--- config.mk ---
export PLATFORM = sky130hd
export DESIGN_NAME = des_ip_loader
export DESIGN_NICKNAME = d
export VERILOG_FILES = /design/src/rtl/des_ip_loader.sv
export SDC_FILE = /design/constraint.sdc
export NUM_CORES = 1
export LEC_CHECK = 0
export CORE_MARGIN = 5
export CORE_UTILIZATION = 35
export DETAILED_ROUTE_END_ITERATION = 8
export PLACE_DENSITY_LB_ADDON = 0.12
export SYNTH_ARGS = -nofsm -noshare
export SYNTH_HDL_FRONTEND = slang
export SYNTH_SLANG_ARGS = --single-unit
--- constraint.sdc ---
create_clock -name clk -period 1.7 [get_ports clk]
set_input_delay 0.34 -clock clk [delete_from_list [all_inputs] [get_ports clk]]
set_output_delay 0.34 -clock clk [all_outputs]
set_load 0.05 [all_outputs]
--- src/rtl/des_ip_loader.sv ---
// des_ip_loader: assembles 8 serial bytes into a 64-bit block and presents the DES initial permutation as L0/R0
// Optional DES_IP_BYPASS_EN adds a bypass port that skips IP for a block when it is high with the block's first byte.
module des_ip_loader (
  input  logic        clk,
  input  logic        rst_n,
  input  logic        flush,
`ifdef DES_IP_BYPASS_EN
  input  logic        bypass,
`endif
  input  logic        in_valid,
  output logic        in_ready,
  input  logic [7:0]  in_byte,
  output logic        out_valid,
  input  logic        out_ready,
  output logic [31:0] out_l,
  output logic [31:0] out_r,
  output logic        busy
);
  typedef enum logic [1:0] {IDLE, LOAD, FULL} state_t;
  state_t st, nxt;
  logic [2:0] cnt;
  logic [55:0] sr;
  logic [63:0] blk, ipb, res;
  logic acc, hs, last;
  assign acc = in_valid && in_ready;
  assign hs = out_valid && out_ready;
  assign last = acc && cnt == 3'd7;
  assign blk = {sr, in_byte};
  assign busy = st != IDLE;
  // Block bit n (1-based) lives at blk[64-n]; IP columns run 58,60,62,64 then 57,59,61,63 stepping down by 8.
  for (genvar r = 0; r < 8; r++) begin : g_row
    for (genvar c = 0; c < 8; c++) begin : g_col
      assign ipb[63-(8*r+c)] = blk[64-((r < 4 ? 58 + 2*r : 49 + 2*r) - 8*c)];
    end
  end
`ifdef DES_IP_BYPASS_EN
  logic byp;
  assign res = byp ? blk : ipb;
  always_ff @(posedge clk)
    if (!rst_n) byp <= 1'b0;
    else if (acc && cnt == 3'd0) byp <= bypass;
`else
  assign res = ipb;
`endif
  always_comb
    nxt = flush ? IDLE :
          (st == IDLE && acc) ? LOAD :
          (st == LOAD && last) ? FULL :
          (st == FULL && hs) ? IDLE : st;
  always_ff @(posedge clk) begin
    if (!rst_n) begin
      st <= IDLE;
      cnt <= 3'd0;
      sr <= '0;
      in_ready <= 1'b0;
      out_valid <= 1'b0;
      out_l <= '0;
      out_r <= '0;
    end else begin
      st <= nxt;
      in_ready <= nxt != FULL;
      if (flush) begin
        cnt <= 3'd0;
        out_valid <= 1'b0;
      end else begin
        if (acc) begin
          sr <= blk[55:0];
          cnt <= cnt + 3'd1;
        end
        if (last) begin
          {out_l, out_r} <= res;
          out_valid <= 1'b1;
        end else if (hs) out_valid <= 1'b0;
      end
    end
  end
endmodule
* Word-level counts from Yosys, hierarchy flattened
Index checks and enable logic that the tools add are counted.
** Word-level totals
- Register bits :: 127
- Bits in latches :: 0
- RAM bits :: 0
- Bits in read-only memories :: 0
- Input port bits :: 13
- Word-level logic and storage cells :: 32
- Memories :: 0
** Operators by class
- Add/sub/neg operators :: 1
- $mul :: 0
- Div/mod/pow operators :: 0
- Magnitude comparators :: 0
- Equal/unequal tests :: 4
- Shift-type cells :: 0
- Muxes and demuxes :: 6
- Bitwise operators :: 2
- Reduce and logical (&&, ||, !) cells :: 12
** Operators with widths (number)
- $mux W2 :: 4
- $logic_and A1 B1 Y1 :: 6
- $reduce_and A2 Y1 :: 2
- $reduce_bool A2 Y1 :: 2
- $add A3 B1 Y3 const B :: 1
- $eq A3 B3 Y1 const B :: 1
- $eq A2 B1 Y1 const B :: 1
- $eq A2 B2 Y1 const B :: 1
- $logic_not A2 Y1 :: 1
- $mux W1 :: 2
- $ne A2 B2 Y1 const B :: 1
- $not A1 Y1 :: 2
- $reduce_or A2 Y1 :: 1

* Longest topological paths before layout
Gate-level depths: netlist of the first run.
- Depth in word-level cells :: 7
- Gate-level depth with buffers :: 7
- Gate-level depth less buffers :: 5

* Worst setup path after synthesis of the first run
OpenSTA, ideal clock, no wires.
- Path kind :: reg-to-reg
- Start :: reg in_ready
- End :: reg sr[15]
- Setup time :: 0.066 ns
- Arrival :: 1.453 ns
- Slack :: 0.181 ns
- Stages on the path, launching flop included :: 7
- Path buffers :: 3
- Period minus slack after synthesis :: 1.519 ns
- Path through :: dfxtp_1 -> buf_4 -> and3b_1 -> buf_6 -> buf_8 -> nand2_1 -> a21boi_2
** On the way
- Longest elaborated chain between the ends :: 2
** Ends and longest elaborated chain
- from (decl) :: line 11 : output logic in_ready,
- from (signal assigned) :: line 55 : in_ready <= 1'b0;
- from (signal assigned) :: line 61 : in_ready <= nxt != FULL;
- $logic_and A1 B1 Y1 :: line 25 : assign acc = in_valid && in_ready;
- $reduce_and A2 Y1 (no source line)
- to (signal assigned) :: line 67 : sr <= blk[55:0];
- to (decl) :: line 22 : logic [55:0] sr;
Every way passes these cells.
A chain may end at the register's enable or synchronous reset.

* Worst setup path in the final report of the first run
- Start :: reg st[1]
- End :: out busy
** On the way
- Longest elaborated chain between the ends :: 1
** Ends and longest elaborated chain
- from (decl) :: line 20 : state_t st, nxt;
- from (signal assigned) :: line 60 : st <= nxt;
- $reduce_bool A2 Y1 :: line 29 : assign busy = st != IDLE;
- to (decl) :: line 17 : output logic busy
Every way passes these cells.

==> results of run 1 <==
-- through the flow --
step | instance area (µm²) | utilization (%) | instances
5_1_grt | 6290 | 45.5 | 821
3_3_place_gp | 5650 | 40.9 | 789
4_1_cts | 6290 | 45.5 | 821
6_report | 6290 | 45.5 | 821
3_5_place_dp | 5650 | 40.9 | 789
2_1_floorplan | 4930 | - | 565
-- Yosys cell counts --
cell type / number / area, µm²
xor2_1: 1 / 8.76
buf_8: 4 / 60.1
nand3_1: 132 / 661
nand3b_1: 1 / 7.51
and4b_1: 1 / 10.0
clkbuf_1: 11 / 41.3
buf_4: 5 / 37.5
nor2_1: 2 / 7.51
nand4b_1: 1 / 8.76
a21oi_1: 5 / 25.0
nand4_1: 1 / 6.26
o311a_1: 1 / 10.0
or2_2: 1 / 6.26
buf_2: 21 / 105
buf_6: 7 / 78.8
dfxtp_1: 127 / 2540
o21ai_0: 2 / 10.0
ha_1: 2 / 25.0
a211o_1: 1 / 8.76
nand2_1: 180 / 676
a21boi_0: 16 / 120
a21boi_2: 40 / 450
and3b_1: 1 / 8.76
nand2b_1: 2 / 12.5
-- worst max path at each step --
stage	startpoint	depth (start not counted)	end	slack (ps)
after floorplan	in_ready	6	sr[15]	180
after detailed placement	in_valid	5	out_r[21]	3
after CTS	st[1]	2	busy	80
final	st[1]	2	busy	110
after global routing	cnt[0]	6	out_l[3]	40
after global placement	in_valid	5	out_r[25]	40
-- sequential cells by signal, summed over array words and instances, names as in the netlist --
name       flops
cnt            3
in_ready       1
out_l         32
out_r         32
out_valid      1
sr            56
st             2
-- worst min-delay path: cells and delay by family --
| family | cells | cell delay (ps) |
|---|---|---|
| AND/OR/NAND/NOR | 2 | 140 |
| buffers and inverters | 1 | 190 |
-- layer usage --
metal | GRT usage [%] | part of all wire [%] | vias up
li1 | - | - | 2011
met5 | 0 | 0 | -
met3 | 4.57 | 4.9 | 13
met4 | 4.82 | 1.2 | 0
met1 | 17.3 | 48 | 1823
met2 | 20.6 | 46 | 61
-- cell type report --
cell class	instances	area [µm²]	area share, %
tap	180	225	3.58
timing repair buffer	92	818	13.0
clock buffer	22	484	7.70
sequential	127	2540	40.4
multi-input combinational	390	2060	32.8
clock inverter	10	158	2.51
-- kinds of logic after synthesis --
logic type | after synthesis
buf+inv | 48
simple gates | 322
flops | 127
fa+ha+maj | 2
xor+xnor | 1
compound gates | 65
-- report_power, final --
| part | switching (W) | leakage, nW | internal, W | total, W |
|---|---|---|---|---|
| registers | 0.00000883 | 1.02 | 0.00299 | 0.00300 |
| clock network | 0.00127 | 0.308 | 0.00260 | 0.00387 |
| logic | 0.000128 | 1.28 | 0.0000933 | 0.000221 |
| total | 0.00141 | 2.61 | 0.00568 | 0.00709 |
==> impl_metrics.csv, run 1 <==
group,metric,value,unit
synth,syn-cell-area,0.00493,mm²
synth,syn_nets,580,
setup_path,critical-path-slowest-cell,"dfxtp_1",
cts,clockRootBuffer,"clkbuf_16",
floorplanning,die_w,129,µm
setup_path,startpoint_type,"flop",
cts,post_cts_buffers,0,
sta,fmax,628,MHz
synth,muxShareOfSynthArea,0,%
pwr,p_per_area,1130,mW/mm²
placement,dp_hpwl,6.56,mm
floorplanning,core,0.0138,mm²
cts,numCtsBuffers,17,
placement,portBuffers,79,
run_status,status,"finished, final reports clean",
setup_path,worstReg2RegEnd,"out_r[21]",
detailed_routing,routed_via_density,4.76,
setup_path,crit_buf_inv,1,
detailed_routing,routed_wirelength,10.6,mm
detailed_routing,first_pass_iters,4,
cells_and_area,final_nets,643,
setup_path,max_stage_delay,350,ps
sta,fin_worst_skew,6.53,ps
cts,postCtsHoldBufs,0,
cells_and_area,final_common_cell,"nand2_1",
job,drv_cap,0,
global_routing,antenna_found_initial,0,
synth,ys_ff_latch,127,
hold_path,hp-start,"rst_n",
detailed_routing,post-route-drc-count,0,
cts,clk_pin_slew,60,ps
setup_path,path_cells,"or2_2, buf_4",
cts,cts_sinks,127,
global_routing,grt_max_degree,91,
pwr,total_power,0.00709,W
setup_path,timing.rr.start,"cnt[0]",
cts,cts.path.max_buffers,2,
cells_and_area,drive_gt1_share,24.2,%
setup_path,worst-setup-path-type,"flop to output pin",
hold_path,whs_path_depth,3,
floorplanning,ios,80,
synth,synth_cells,565,
setup_path,crit_arrival,1250,ps
global_routing,gr-total-overflow,0,
pwr,ir_worst_vdd,612,µV
synth,ys_warn_count,0,
synth,synth-adder-area-share,0.508,%
global_routing,grt_pass1_vias,3711,
setup_path,cp-end-kind,"output pin",
sta,tns,0,ps
sta,slew_headroom,77.1,%
cells_and_area,area_growth,27.7,%
setup_path,ff2ff_path_depth,6,
floorplanning,start_util,35.6,%
cts,clock_latency,400,ps
floorplanning,die_area,0.0166,mm²
cts,htree_num_levels,4,
cells_and_area,insertedDiodeCount,0,
synth,synth_top_family_by_area,"simple AND/OR/NAND/NOR gates",
placement,gp_congestion,0.708,
sta,slew_viol_final,0,
detailed_routing,drt-initial-drc-count,200,
detailed_routing,ant_nets,0,
detailed_routing,vias,3908,
setup_path,cp_max_fo,6,
floorplanning,die_h,129,µm
synth,avgSynthCellArea,8.72,µm²
setup_path,critPathTopFamily,"flip-flops",
sta,timing.final.hold_violations,0,
pwr,leakagePower,2.61,nW
setup_path,ff2ff_setup_slack,150,ps
cts,cts-resized-gates,0,
sta,rsz0062_at_grt,"false",
hold_path,hp-class,"primary input to flop",
synth,ys_types,24,
sta,min_period_over_period,93.7,%
synth,yosys.area_share.simple,28.5,%
sta,timing.final.ws_setup,107,ps
setup_path,required,1360,ps
floorplanning,rows,43,
sta,period_minus_slack,1590,ps
sta,hold_ws,315,ps
synth,ys_seq_area_share,51.6,%
detailed_routing,wl_per_cell,12.9,µm
global_routing,track_usage,13.3,%
sta,worst_pin_slew,343,ps
cts,cts_tree,"done",
global_routing,grt_pass1_wl,17.9,mm
placement,dp_slack,2.72,ps
cells_and_area,nFillCells,1365,
cells_and_area,layout_common_cells,"180 x nand2_1, 132 x nand3_1, 127 x dfxtp_1",
synth,synth_compound_area_share,12.7,%
synth,synth-xor-area-share,0.178,%
hold_path,holdPathEnd,"out_r[10]",
sta,finalSetupViolCount,0,
Note: power is estimated with default switching activity, not from simulation.
==> inputs of run 2 (changes only) <==
- ABC_AREA: default -> 1
- DONT_BUFFER_PORTS: default -> 1
==> impl_metrics.csv, run 2 <==
group,metric,value,unit
run_status,status,"finished, final reports clean",
placement,dp_hpwl,6.90,mm
cells_and_area,layout_common_cells,"126 x dfxtp_1, 115 x nand2_1, 91 x a21oi_1",
detailed_routing,dr.max_layer_used,"met4",
floorplanning,ios,80,
floorplanning,core,0.0126,mm²
global_routing,antenna_found_initial,0,
detailed_routing,wl_met2,5.15,mm
pwr,leakagePower,1.99,nW
cells_and_area,regMostFlops,"sr",
global_routing,grt_pass1_wl,18.0,mm
hold_path,whs_path_depth,2,
sta,period_minus_slack,1580,ps
detailed_routing,vias,3696,
global_routing,grt_max_degree,44,
detailed_routing,post-route-drc-count,0,
cells_and_area,drive_gt1_share,9.97,%
synth,synth_edf_count,0,
cells_and_area,stdcell_count,744,
setup_path,ff2ff_setup_slack,120,ps
hold_path,hp-start,"rst_n",
placement,portBuffers,0,
sta,min_period_over_period,93.2,%
cts,htree_num_levels,4,
setup_path,ff2ff_path_depth,9,
cts,clk_pin_slew,50,ps
cts,clock_latency,410,ps
global_routing,gr-total-overflow,0,
sta,slew_headroom,60.4,%
detailed_routing,routed_via_density,4.97,
placement,gp_congestion,0.741,
sta,worst_pin_slew,593,ps
sta,timing.final.hold_violations,0,
sta,fin_worst_skew,7.18,ps
synth,async_reset_ff_share,0,%
global_routing,track_usage,15.3,%
synth,ys.flop_type,"dfxtp_1",
setup_path,cp_max_fo,21,
floorplanning,rows,41,
hold_path,holdPathEnd,"in_ready",
synth,avgSynthCellArea,7.98,µm²
detailed_routing,drt-initial-drc-count,248,
setup_path,startpoint_type,"flop",
cells_and_area,final_common_cell,"dfxtp_1",
cells_and_area,post-route-cell-area,0.00533,mm²
cts,numCtsBuffers,17,
synth,ys_types,19,
synth,yosysTopAreaCell,"dfxtp_1",
cts,postCtsHoldBufs,0,
synth,synth_cells,563,
detailed_routing,ant_nets,0,
floorplanning,die_area,0.0152,mm²
placement,dp_cells,711,
sta,hold_ws,30.4,ps
cts,cts_tree,"done",
cells_and_area,largest_reg_flops,56,
cells_and_area,area_growth,18.7,%
sta,fmax,631,MHz
cells_and_area,reg_top3,"sr (56), out_l (32), out_r (32)",
pwr,ir_worst_vdd,611,µV
synth,synthTopCellsByArea,"dfxtp_1 57%, a21oi_1 10%, nand2_1 9.7%",
cells_and_area,final_nets,576,
synth,synth.most_common_cell,"dfxtp_1",
detailed_routing,routed_wirelength,11.6,mm
synth,ys_seq_area_share,56.6,%
detailed_routing,first_pass_iters,4,
synth,syn-cell-area,0.00449,mm²
setup_path,crit_arrival,1930,ps
setup_path,required,2040,ps
global_routing,grt_pass1_vias,3567,
synth,synth_common_cells,"127 x dfxtp_1, 116 x nand2_1, 91 x a21oi_1",
synth,ys_ff_latch,127,
pwr,p_per_area,1220,mW/mm²
hold_path,hp-class,"primary input to flop",
synth,syn_nets,578,
setup_path,timing.rr.start,"cnt[0]",
synth,synth_top_area_share,56.6,%
detailed_routing,wl_met1,5.55,mm
setup_path,cp-end-kind,"flop",
job,drv_cap,0,
sta,finalSetupViolCount,0,
setup_path,worstReg2RegEnd,"out_r[30]",
floorplanning,start_util,35.6,%
placement,placed_area,0.00470,mm²
floorplanning,die_h,123,µm
detailed_routing,met3_length,743,µm
floorplanning,die_w,123,µm
cells_and_area,insertedDiodeCount,0,
sta,slew_viol_final,0,
detailed_routing,wl_per_cell,15.5,µm
synth,ys_warn_count,0,
cts,cts_sinks,127,
cts,cts.path.max_buffers,2,
setup_path,worst-setup-path-type,"flop to flop",
cts,clockRootBuffer,"clkbuf_16",
==> run 2: kinds of logic after synthesis <==
group           after synthesis  share of synthesized area, %
simple gates                242                          22.0
compound gates              135                          15.1
flops                       127                          56.6
buf+inv                      56                          5.54
fa+ha+maj                     2                         0.557
xor+xnor                      1                         0.195
==> run 2: how the worst max path moves through the flow <==
| stage | slack (ps) | startpoint | endpoint | depth (start not counted) |
|---|---|---|---|---|
| floorplan | 80 | in_ready | out_l[21] | 7 |
| global route | -10 | cnt[0] | out_r[30] | 9 |
| CTS | 60 | cnt[0] | out_r[14] | 8 |
| global placement | 150 | cnt[0] | out_r[14] | 8 |
| detailed placement | 80 | cnt[0] | out_r[14] | 8 |
| finish | 120 | cnt[0] | out_r[30] | 9 |
==> run 2: timing repair <==
| item | CTS | global route |
|---|---|---|
| setup endpoints to repair | 0 | 43 |
| gates resized for setup | 0 | 8 |
| setup buffers | 0 | 1 |
| endpoints found under the hold margin | 0 | 0 |
==> run 2: critical path: stages (launching register included) <==
cell and delay, ps:
dfxtp_2 330, ha_1 190, ha_2 180, nand3_4 110, nor2_4 50, buf_12 130
inv_6 110, buf_8 180, nand2_1 70, a21oi_1 140
==> run 2: power breakdown <==
part	leakage, nW	switching [W]	internal, W
logic	0.697	0.000124	0.0000433
clock network	0.268	0.00122	0.00209
registers	1.02	0.0000109	0.00300
==> run 2: area by class of cell <==
| cell class | count | area, µm² |
|---|---|---|
| clock inverters | 7 | 62.6 |
| clock buffers | 23 | 478 |
| multi-input cells | 380 | 1720 |
| flip-flops and latches | 127 | 2540 |
| well taps | 172 | 215 |
| fillers | 1338 | 7290 |
| repair buffers | 20 | 255 |
| inverters | 15 | 61.3 |
==> run 2: stage by stage <==
step	power, W	setup TNS [ps]	util (%)	worst slack, ps
floorplan	0.00319	0	-	81.1
global placement	0.00323	0	37.2	154
detailed placement	0.00324	0	37.2	75.1
CTS	0.00656	0	41.5	62.1
global route	0.00672	-25.8	42.3	-10.2
finish	0.00648	0	42.3	115
==> run 2: per-layer routing <==
metal	vias up	global-route usage (%)
met3	9	6.63
li1	1850	-
met4	0	5.19
met2	78	22.9
met1	1759	19.8
met5	-	0
